[src/rtl/ysyx_22050550_trap_pkg.sv]
// Shared encodings for the trap controller: states, trap kinds, CSR
// write-enable bit positions, mstatus/mie bit indices and cause codes.
package ysyx_22050550_trap_pkg;

  typedef enum logic [1:0] {
    S_IDLE,
    S_DRAIN,
    S_COMMIT,
    S_REDIRECT
  } trap_state_e;

  typedef enum logic [1:0] {
    K_NONE,
    K_ECALL,
    K_MRET,
    K_IRQ
  } trap_kind_e;

  localparam int CSR_MEPC    = 0;
  localparam int CSR_MCAUSE  = 1;
  localparam int CSR_MTVEC   = 2;
  localparam int CSR_MSTATUS = 3;
  localparam int CSR_MIE     = 4;
  localparam int CSR_MIP     = 5;

  localparam int MSTATUS_MIE  = 3;
  localparam int MSTATUS_MPIE = 7;
  localparam int MIE_MTIE     = 7;

  localparam int ECALL_CODE = 11;
  localparam int TIMER_CODE = 7;

endpackage

[src/rtl/ysyx_22050550_trap_mstatus_upd.sv]
// mstatus update on trap entry (MPIE<=MIE, MIE<=0) or mret (MIE<=MPIE, MPIE<=1).
module ysyx_22050550_trap_mstatus_upd
  import ysyx_22050550_trap_pkg::*;
#(
  parameter int XLEN = 64
) (
  input  logic [XLEN-1:0] mstatus_i,
  input  logic            mret_i,
  output logic [XLEN-1:0] mstatus_o
);

  always_comb begin
    mstatus_o = mstatus_i;
    if (mret_i) begin
      mstatus_o[MSTATUS_MIE]  = mstatus_i[MSTATUS_MPIE];
      mstatus_o[MSTATUS_MPIE] = 1'b1;
    end else begin
      mstatus_o[MSTATUS_MPIE] = mstatus_i[MSTATUS_MIE];
      mstatus_o[MSTATUS_MIE]  = 1'b0;
    end
  end

endmodule

[src/rtl/ysyx_22050550_trap.sv]
// Trap entry/exit sequencer at the commit boundary (ecall, mret, timer irq).
// Define YSYX_22050550_TRAP_VECTORED_EN to enable vectored interrupt targets.
module ysyx_22050550_trap_ctrl
  import ysyx_22050550_trap_pkg::*;
#(
  parameter int XLEN         = 64,
  parameter int FLUSH_CYCLES = 2,
  parameter int ECALL_CAUSE  = ECALL_CODE,
  parameter int TIMER_CAUSE  = TIMER_CODE
) (
  input  logic            clock,
  input  logic            reset,
  input  logic            wb_valid,
  input  logic [XLEN-1:0] wb_pc,
  input  logic [XLEN-1:0] wb_nextpc,
  input  logic            wb_ecall,
  input  logic            wb_mret,
  output logic            wb_ready,
  input  logic            timer_irq,
  input  logic [XLEN-1:0] mstatus,
  input  logic [XLEN-1:0] mie,
  input  logic [XLEN-1:0] mtvec,
  input  logic [XLEN-1:0] mepc,
  input  logic            lsu_busy,
  output logic            flush,
  output logic [7:0]      csr_wen,
  output logic [XLEN-1:0] csr_mepc,
  output logic [XLEN-1:0] csr_mcause,
  output logic [XLEN-1:0] csr_mstatus,
  output logic            redirect_valid,
  output logic [XLEN-1:0] redirect_pc,
  input  logic            redirect_ready,
  output logic            busy
);

  trap_state_e     state_q, state_d;
  trap_kind_e      kind_q, kind_d;
  logic [XLEN-1:0] epc_q, epc_d;
  logic [XLEN-1:0] cause_q, cause_d;
  logic [XLEN-1:0] tgt_q, tgt_d;
  logic [3:0]      cnt_q, cnt_d;

  logic            irq_pend;
  logic            is_mret;
  logic [XLEN-1:0] base;
  logic [XLEN-1:0] trap_tgt;
  logic [XLEN-1:0] mstatus_new;
  logic            unused_ok;

  assign irq_pend = timer_irq & mstatus[MSTATUS_MIE] & mie[MIE_MTIE];
  assign is_mret  = (kind_q == K_MRET);
  assign base     = {mtvec[XLEN-1:2], 2'b00};

`ifdef YSYX_22050550_TRAP_VECTORED_EN
  assign trap_tgt = (mtvec[1:0] == 2'b01 && kind_q == K_IRQ)
                  ? base + XLEN'(4 * TIMER_CAUSE)
                  : base;
`else
  assign trap_tgt = base;
`endif

  assign unused_ok = ^{mie[XLEN-1:MIE_MTIE+1], mie[MIE_MTIE-1:0], mtvec[1:0]};

  ysyx_22050550_trap_mstatus_upd #(.XLEN(XLEN)) u_mstatus_upd (
    .mstatus_i (mstatus),
    .mret_i    (is_mret),
    .mstatus_o (mstatus_new)
  );

  always_comb begin
    state_d = state_q;
    kind_d  = kind_q;
    epc_d   = epc_q;
    cause_d = cause_q;
    tgt_d   = tgt_q;
    cnt_d   = cnt_q;
    unique case (state_q)
      S_IDLE: begin
        if (wb_valid && (wb_ecall || wb_mret || irq_pend)) begin
          state_d = S_DRAIN;
          cnt_d   = 4'(FLUSH_CYCLES - 1);
          if (wb_ecall) begin
            kind_d  = K_ECALL;
            epc_d   = wb_pc;
            cause_d = XLEN'(ECALL_CAUSE);
          end else if (wb_mret) begin
            kind_d  = K_MRET;
          end else begin
            kind_d  = K_IRQ;
            epc_d   = wb_nextpc;
            cause_d = {1'b1, (XLEN-1)'(TIMER_CAUSE)};
          end
        end
      end
      S_DRAIN: begin
        if (cnt_q == 4'd0 && !lsu_busy) state_d = S_COMMIT;
        else if (cnt_q != 4'd0) cnt_d = cnt_q - 4'd1;
      end
      S_COMMIT: begin
        tgt_d   = is_mret ? mepc : trap_tgt;
        state_d = S_REDIRECT;
      end
      S_REDIRECT: begin
        if (redirect_ready) state_d = S_IDLE;
      end
      default: state_d = S_IDLE;
    endcase
  end

  always_ff @(posedge clock or posedge reset) begin
    if (reset) begin
      state_q <= S_IDLE;
      kind_q  <= K_NONE;
      epc_q   <= '0;
      cause_q <= '0;
      tgt_q   <= '0;
      cnt_q   <= '0;
    end else begin
      state_q <= state_d;
      kind_q  <= kind_d;
      epc_q   <= epc_d;
      cause_q <= cause_d;
      tgt_q   <= tgt_d;
      cnt_q   <= cnt_d;
    end
  end

  // Outputs decode from state and latched data only, never from wb_*.
  always_comb begin
    wb_ready       = (state_q == S_IDLE);
    busy           = (state_q != S_IDLE);
    flush          = (state_q == S_DRAIN) || (state_q == S_COMMIT);
    redirect_valid = (state_q == S_REDIRECT);
    redirect_pc    = (state_q == S_REDIRECT) ? tgt_q : '0;
    csr_wen        = '0;
    csr_mepc       = '0;
    csr_mcause     = '0;
    csr_mstatus    = '0;
    if (state_q == S_COMMIT) begin
      csr_wen[CSR_MSTATUS] = 1'b1;
      csr_mstatus          = mstatus_new;
      if (!is_mret) begin
        csr_wen[CSR_MEPC]   = 1'b1;
        csr_wen[CSR_MCAUSE] = 1'b1;
        csr_mepc            = epc_q;
        csr_mcause          = cause_q;
      end
    end
  end

endmodule

[config.mk]
export PLATFORM = sky130hd
export DESIGN_NAME = ysyx_22050550_trap_ctrl
export DESIGN_NICKNAME = d
export VERILOG_FILES = /design/src/rtl/ysyx_22050550_trap_pkg.sv /design/src/rtl/ysyx_22050550_trap_mstatus_upd.sv /design/src/rtl/ysyx_22050550_trap.sv
export SDC_FILE = /design/constraint.sdc
export NUM_CORES = 1
export LEC_CHECK = 0
export ABC_AREA = 1
export CAP_MARGIN = 20
export CORE_AREA = 4 4 253 255
export DETAILED_ROUTE_END_ITERATION = 10
export DIE_AREA = 0 0 257 259
export GPL_TIMING_DRIVEN = 0
export PLACE_DENSITY = 0.4
export SLEW_MARGIN = 25
export SYNTH_ARGS = -nofsm -noshare
export SYNTH_HDL_FRONTEND = slang
export SYNTH_SLANG_ARGS = --single-unit
[constraint.sdc]
create_clock -name clock -period 11.4 [get_ports clock]
set_input_delay 2.28 -clock clock [delete_from_list [all_inputs] [get_ports clock]]
set_output_delay 2.28 -clock clock [all_outputs]
set_load 0.03 [all_outputs]
Yosys cells after proc, flatten, opt, wreduce, memory -nomap -nowiden --
Cells that the tools add are included.
Storage, ports and cells: output and inout bits 268, flip-flop bits (word level) 200, bits of input ports 392
Operators by class: bitwise operators 2, reduce and logical (&&, ||, !) cells 15, add/subtract/negate cells 1, muxes and demuxes 26, equality and inequality tests 10
Operators with widths (count):
- $mux W64 | 11
- $mux W2 | 6
- $mux W4 | 3
- $ne A2 B2 Y1 const B | 4
- $pmux W2 S4 | 1
- $pmux W4 S2 | 1
- $eq A2 B2 Y1 const B | 3
- $reduce_and A3 Y1 | 2
- $logic_not A4 Y1 | 1
- $mux W1 | 4
- $ne A2 B1 Y1 const B | 2
- $reduce_and A4 Y1 | 1
- $reduce_bool A2 Y1 | 2
- $reduce_bool A4 Y1 | 1
- $sub A4 B1 Y4 const B | 1
- $logic_or A1 B1 Y1 | 3
- $and A1 B1 Y1 | 2
- $eq A2 B1 Y1 const B | 1
- $logic_and A1 B1 Y1 | 2
- $logic_not A2 Y1 | 1
- $reduce_and A2 Y1 | 1
- $logic_not A1 Y1 | 1

Depth between registers and ports, before layout --
word-level depth 6, gate-level depth with buffers 9, gate-level depth less buffers 9

Cells and area by module --
From an unflattened synthesis, not the netlist that was laid out.
Second synthesis, totals: cell total of the unflattened synthesis 1265, area total of the unflattened synthesis 8963.6 um^2
Modules (own cells, without submodules):
- ysyx_22050550_trap_ctrl | cells an instance 1198, instances 1, seq. area each 3478.3 um^2, area an instance 8479.4 um^2
- ysyx_22050550_trap_mstatus_upd | cells an instance 67, instances 1, seq. area each 0.0 um^2, area an instance 484.2 um^2

Worst setup path before layout --
Ideal clock, no wire load.
kind in2out, start point input mstatus[7], end point output csr_mstatus[3], buffers on the path 0, arrival 2724 ps, stages on the path 2, path slack 6396 ps, cells stage by stage nand2_1 > nor2_1
On the way: cells in the longest elaborated chain, start to end 2
RTL lines:
- start, declared | line ysyx_22050550_trap.sv:20 | input logic [XLEN-1:0] mstatus,
- $mux W1 | line ysyx_22050550_trap_mstatus_upd.sv:14 | if (mret_i) begin
- $mux W64 | line ysyx_22050550_trap.sv:139 | if (state_q == S_COMMIT) begin
- end, declared | line ysyx_22050550_trap.sv:29 | output logic [XLEN-1:0] csr_mstatus,
No other way between the ends.

Final worst setup path --
start point input mstatus[3], end point output csr_mstatus[7]
Same word-level chain as after synthesis.

==> qor.txt <==
WHS: 0.455 ns
DIE HEIGHT: 259 um
die width: 257 um
max_cap viols: 0
Critical Path RT: 9.12 ns
routed wire length: 44,400 um
Pwr per Cell Area: 216 nW/um^2
Worst Reg-to-Reg Cells: 7
final hold vios: 0
critical path depth in cells: 4
CP Max Fanout: 2
Tmin final: 6.09 ns
final instance area: 15,700 um^2
vias: 9,408
Port Buffers: 530
row count: 91
nets@finish: 2,201
Worst R2R End: tgt_q[63]
FMAX: 164 MHz
share of layout cells above drive strength 1: 7.60%
combinational power share: 57.0%
gp weighted congestion: 0.825
Least-Margin Pin Slew: 0.951 ns
YS warnings: 0
Final setup viols: 0
area share of the largest cell type after synthesis: 41.1%
Final Max Tran Viols: 0
CTS Hold Bufs: 0
first-pass GRT wire length: 64,300 um
final core occ: 25.5%
CP Buf/Inv Count: 2
Die Area: 66,600 um^2
non-filler instance count after layout: 2,655
DRT Pass-1 Iters: 5
Avg Cell Area, Syn: 7.10 um^2
CP delay by family, top: buffers and inverters
placed wire-length estimate: 36,300 um
Slowest Stage Delay on Critical Path: 0.74 ns
most area-consuming cells after synthesis: dfrtp_1 41%, nand2_1 13%, inv_1 9.1%, mux2i_1 7.6%, o21ai_0 7.0%
CP endpoint: csr_mstatus[7]
largest family of logic cells by synthesized area: simple AND/OR/NAND/NOR gates
Gate Count Post-Synth: 1,191
Peak VDD IR: 0.116 mV
reg2reg setup slack: 9.00 ns
post-synthesis sequential area ratio: 41.1%
DRT iter0 DRCs: 464
Post-synth EDFFs: 0
most frequent cell after synthesis: nand2_1
H-tree depth: 4
Compound-Gate Fraction of Synth Area: 11.5%
top_reg_cell synth: dfrtp_1
Post-DRT Antenna Nets: 0
CTS buffer count: 17
worst r2r src: kind_q[0]
drt via density: 3.54
Internal: 1780 uW
fillers: 6,909
DRC violations left: 0
Sw Share: 47.3%
Seq pwr share: 25.2%
clk sinks: 139
area of the core: 61,600 um^2
Pleak: 0.00772 uW
FFs w/ async S/R, synth: 100%
Area growth, synth to finish: 85.5%
Arr. time, crit path: 3.81 ns
unique cell type count in the Yosys netlist: 21
vias in the first global route: 9,975
max_slew headroom: 36.6%
placed instance count: 2,622
grt ovf: 0
CTS tree: yes
crit path launch type: input pin
initial antenna violation count: 2
Clock Tree Root: clkbuf_16
IO Count: 660
post-synthesis adder-cell area fraction: 0.740%
post-cts resize count: 0
clock-pin slew on the worst setup and hold paths: 0.07 ns
fin crit share: 53.4%
setup TNS: 0 ns
post-synthesis simple-gate area fraction: 20.1%
#FFs+latches synth: 139
setup repair bufs after CTS: 0
crit path from: mstatus[3]
RSZ-0062 raised after global routing: no
Initial Utilization: 13.7%
largest net degree at the start of global routing: 82
gr usage total: 13.0%
synthesized cell area: 8460 um^2
CP Cell Sequence: clkdlybuf4s50_1, nor2_1, nor2_1, clkdlybuf4s50_1
worst min path class: reg2reg
crit path capture type: primary output
Routed WL per cell: 16.7 um
outcome: complete, no violations
Hold Crit Depth: 2
clock share of power: 17.9%
clk_skew: 0.0205 ns
XOR/XNOR Fraction of Synth Area: 0%
most frequent cells after synthesis: 291 x nand2_1, 205 x inv_1, 139 x dfrtp_1, 139 x nor2_1, 119 x o21ai_0
multiplexer share of the synthesized area: 7.57%
placed cell areas: 15,100 um^2
critical path type: in2out
leading area contributor after synthesis: dfrtp_1
number of buffers on the longest clock path: 2
P_sw: 1600 uW
clock latency on the worst-skew pair: 0.48 ns
Slowest cell on crit path: clkdlybuf4s50_1
## cell type report
cell class                      instances  area, um^2  area share, %
Antenna cell                            2        5.00         0.0319
Multi-Input combinational cell        771        3610           23.0
Sequential cell                       139        3480           22.2
Inverter                              208         788           5.02
Clock buffer                           18         439           2.80
Buffer                                136         822           5.24
Tap cell                              837        1050           6.67
Clock inverter                         13         166           1.06
Timing Repair Buffer                  531        5330           34.0
## worst min-delay path by stage
| stage | slack [ns] | start | end |
|---|---|---|---|
| after global placement | 0.44 | cause_q[1] | cause_q[1] |
| final | 0.45 | cause_q[1] | cause_q[1] |
| after detailed placement | 0.44 | cause_q[1] | cause_q[1] |
| after global routing | 0.51 | tgt_q[62] | tgt_q[62] |
| after CTS | 0.46 | cause_q[1] | cause_q[1] |
| after floorplan | 0.42 | cause_q[1] | cause_q[1] |
## registers in the layout, indices dropped and copies added, names as in the netlist
name / cells
kind_q: 2
cnt_q: 4
state_q: 2
cause_q: 3
epc_q: 64
tgt_q: 64
## kinds of logic (layout without fill, tap and decap cells)
| logic type | Yosys count | after routing |
|---|---|---|
| multiplexers | 64 | 64 |
| AND/OR/NAND/NOR | 445 | 445 |
| flip-flops | 139 | 139 |
| other | 1 | 66 |
| AO/OA/AOI/OAI | 193 | 193 |
| adder cells (fa/ha/maj) | 5 | 5 |
| buffers and inverters | 344 | 906 |
## metrics by stage
| step | power [uW] | setup WS, ns |
|---|---|---|
| floorplan | 1960 | 5.40 |
| finish | 3380 | 5.31 |
| detailed placement | 2830 | 5.31 |
| global route | 3660 | 5.28 |
| CTS | 3470 | 5.31 |
| global placement | 2820 | 2.44 |
## layer usage
layer	up-vias	GRT usage [%]	part of all wire, %
met1	4246	14.6	40
met3	39	5.84	9.7
met2	416	21.9	48
met5	-	0	0.029
met4	2	4.59	2.5
li1	4705	-	-
## worst min-delay path, stage by stage (launching register included)
cell and delay [ns]:
dfrtp_1 0.32, inv_1 0.05, nand2_1 0.05
## power by group through the flow
stage / combinational [uW] / clock [uW] / sequential (uW)
6_report: 1930 / 605 / 852
5_1_grt: 2130 / 647 / 882
4_1_cts: 1980 / 636 / 852
3_5_place_dp: 1970 / 0 / 860
3_3_place_gp: 1970 / 0 / 854
2_1_floorplan: 1130 / 0 / 828
## cells in the final DEF, fill, tap and decap left out
cell type / instances
buf_4: 68
buf_2: 27
conb_1: 64
inv_2: 3
clkinvlp_4: 2
clkbuf_1: 37
inv_1: 204
a21oi_2: 2
clkbuf_16: 17
mux2i_1: 64
clkinv_2: 3
dfrtp_1: 139
a21oi_1: 3
buf_16: 1
buf_1: 1
diode_2: 2
o21ai_1: 69
clkbuf_8: 1
inv_6: 2
clkinv_4: 2
nand3_2: 1
o21ai_0: 119
buf_6: 3
ha_1: 5
nand3_1: 12
clkdlybuf4s50_1: 530
bufinv_16: 3
nor3b_1: 1
nand2_1: 291
nor2_2: 1
nor2_1: 139
inv_8: 2
Note: power is estimated with default switching activity, not from simulation.
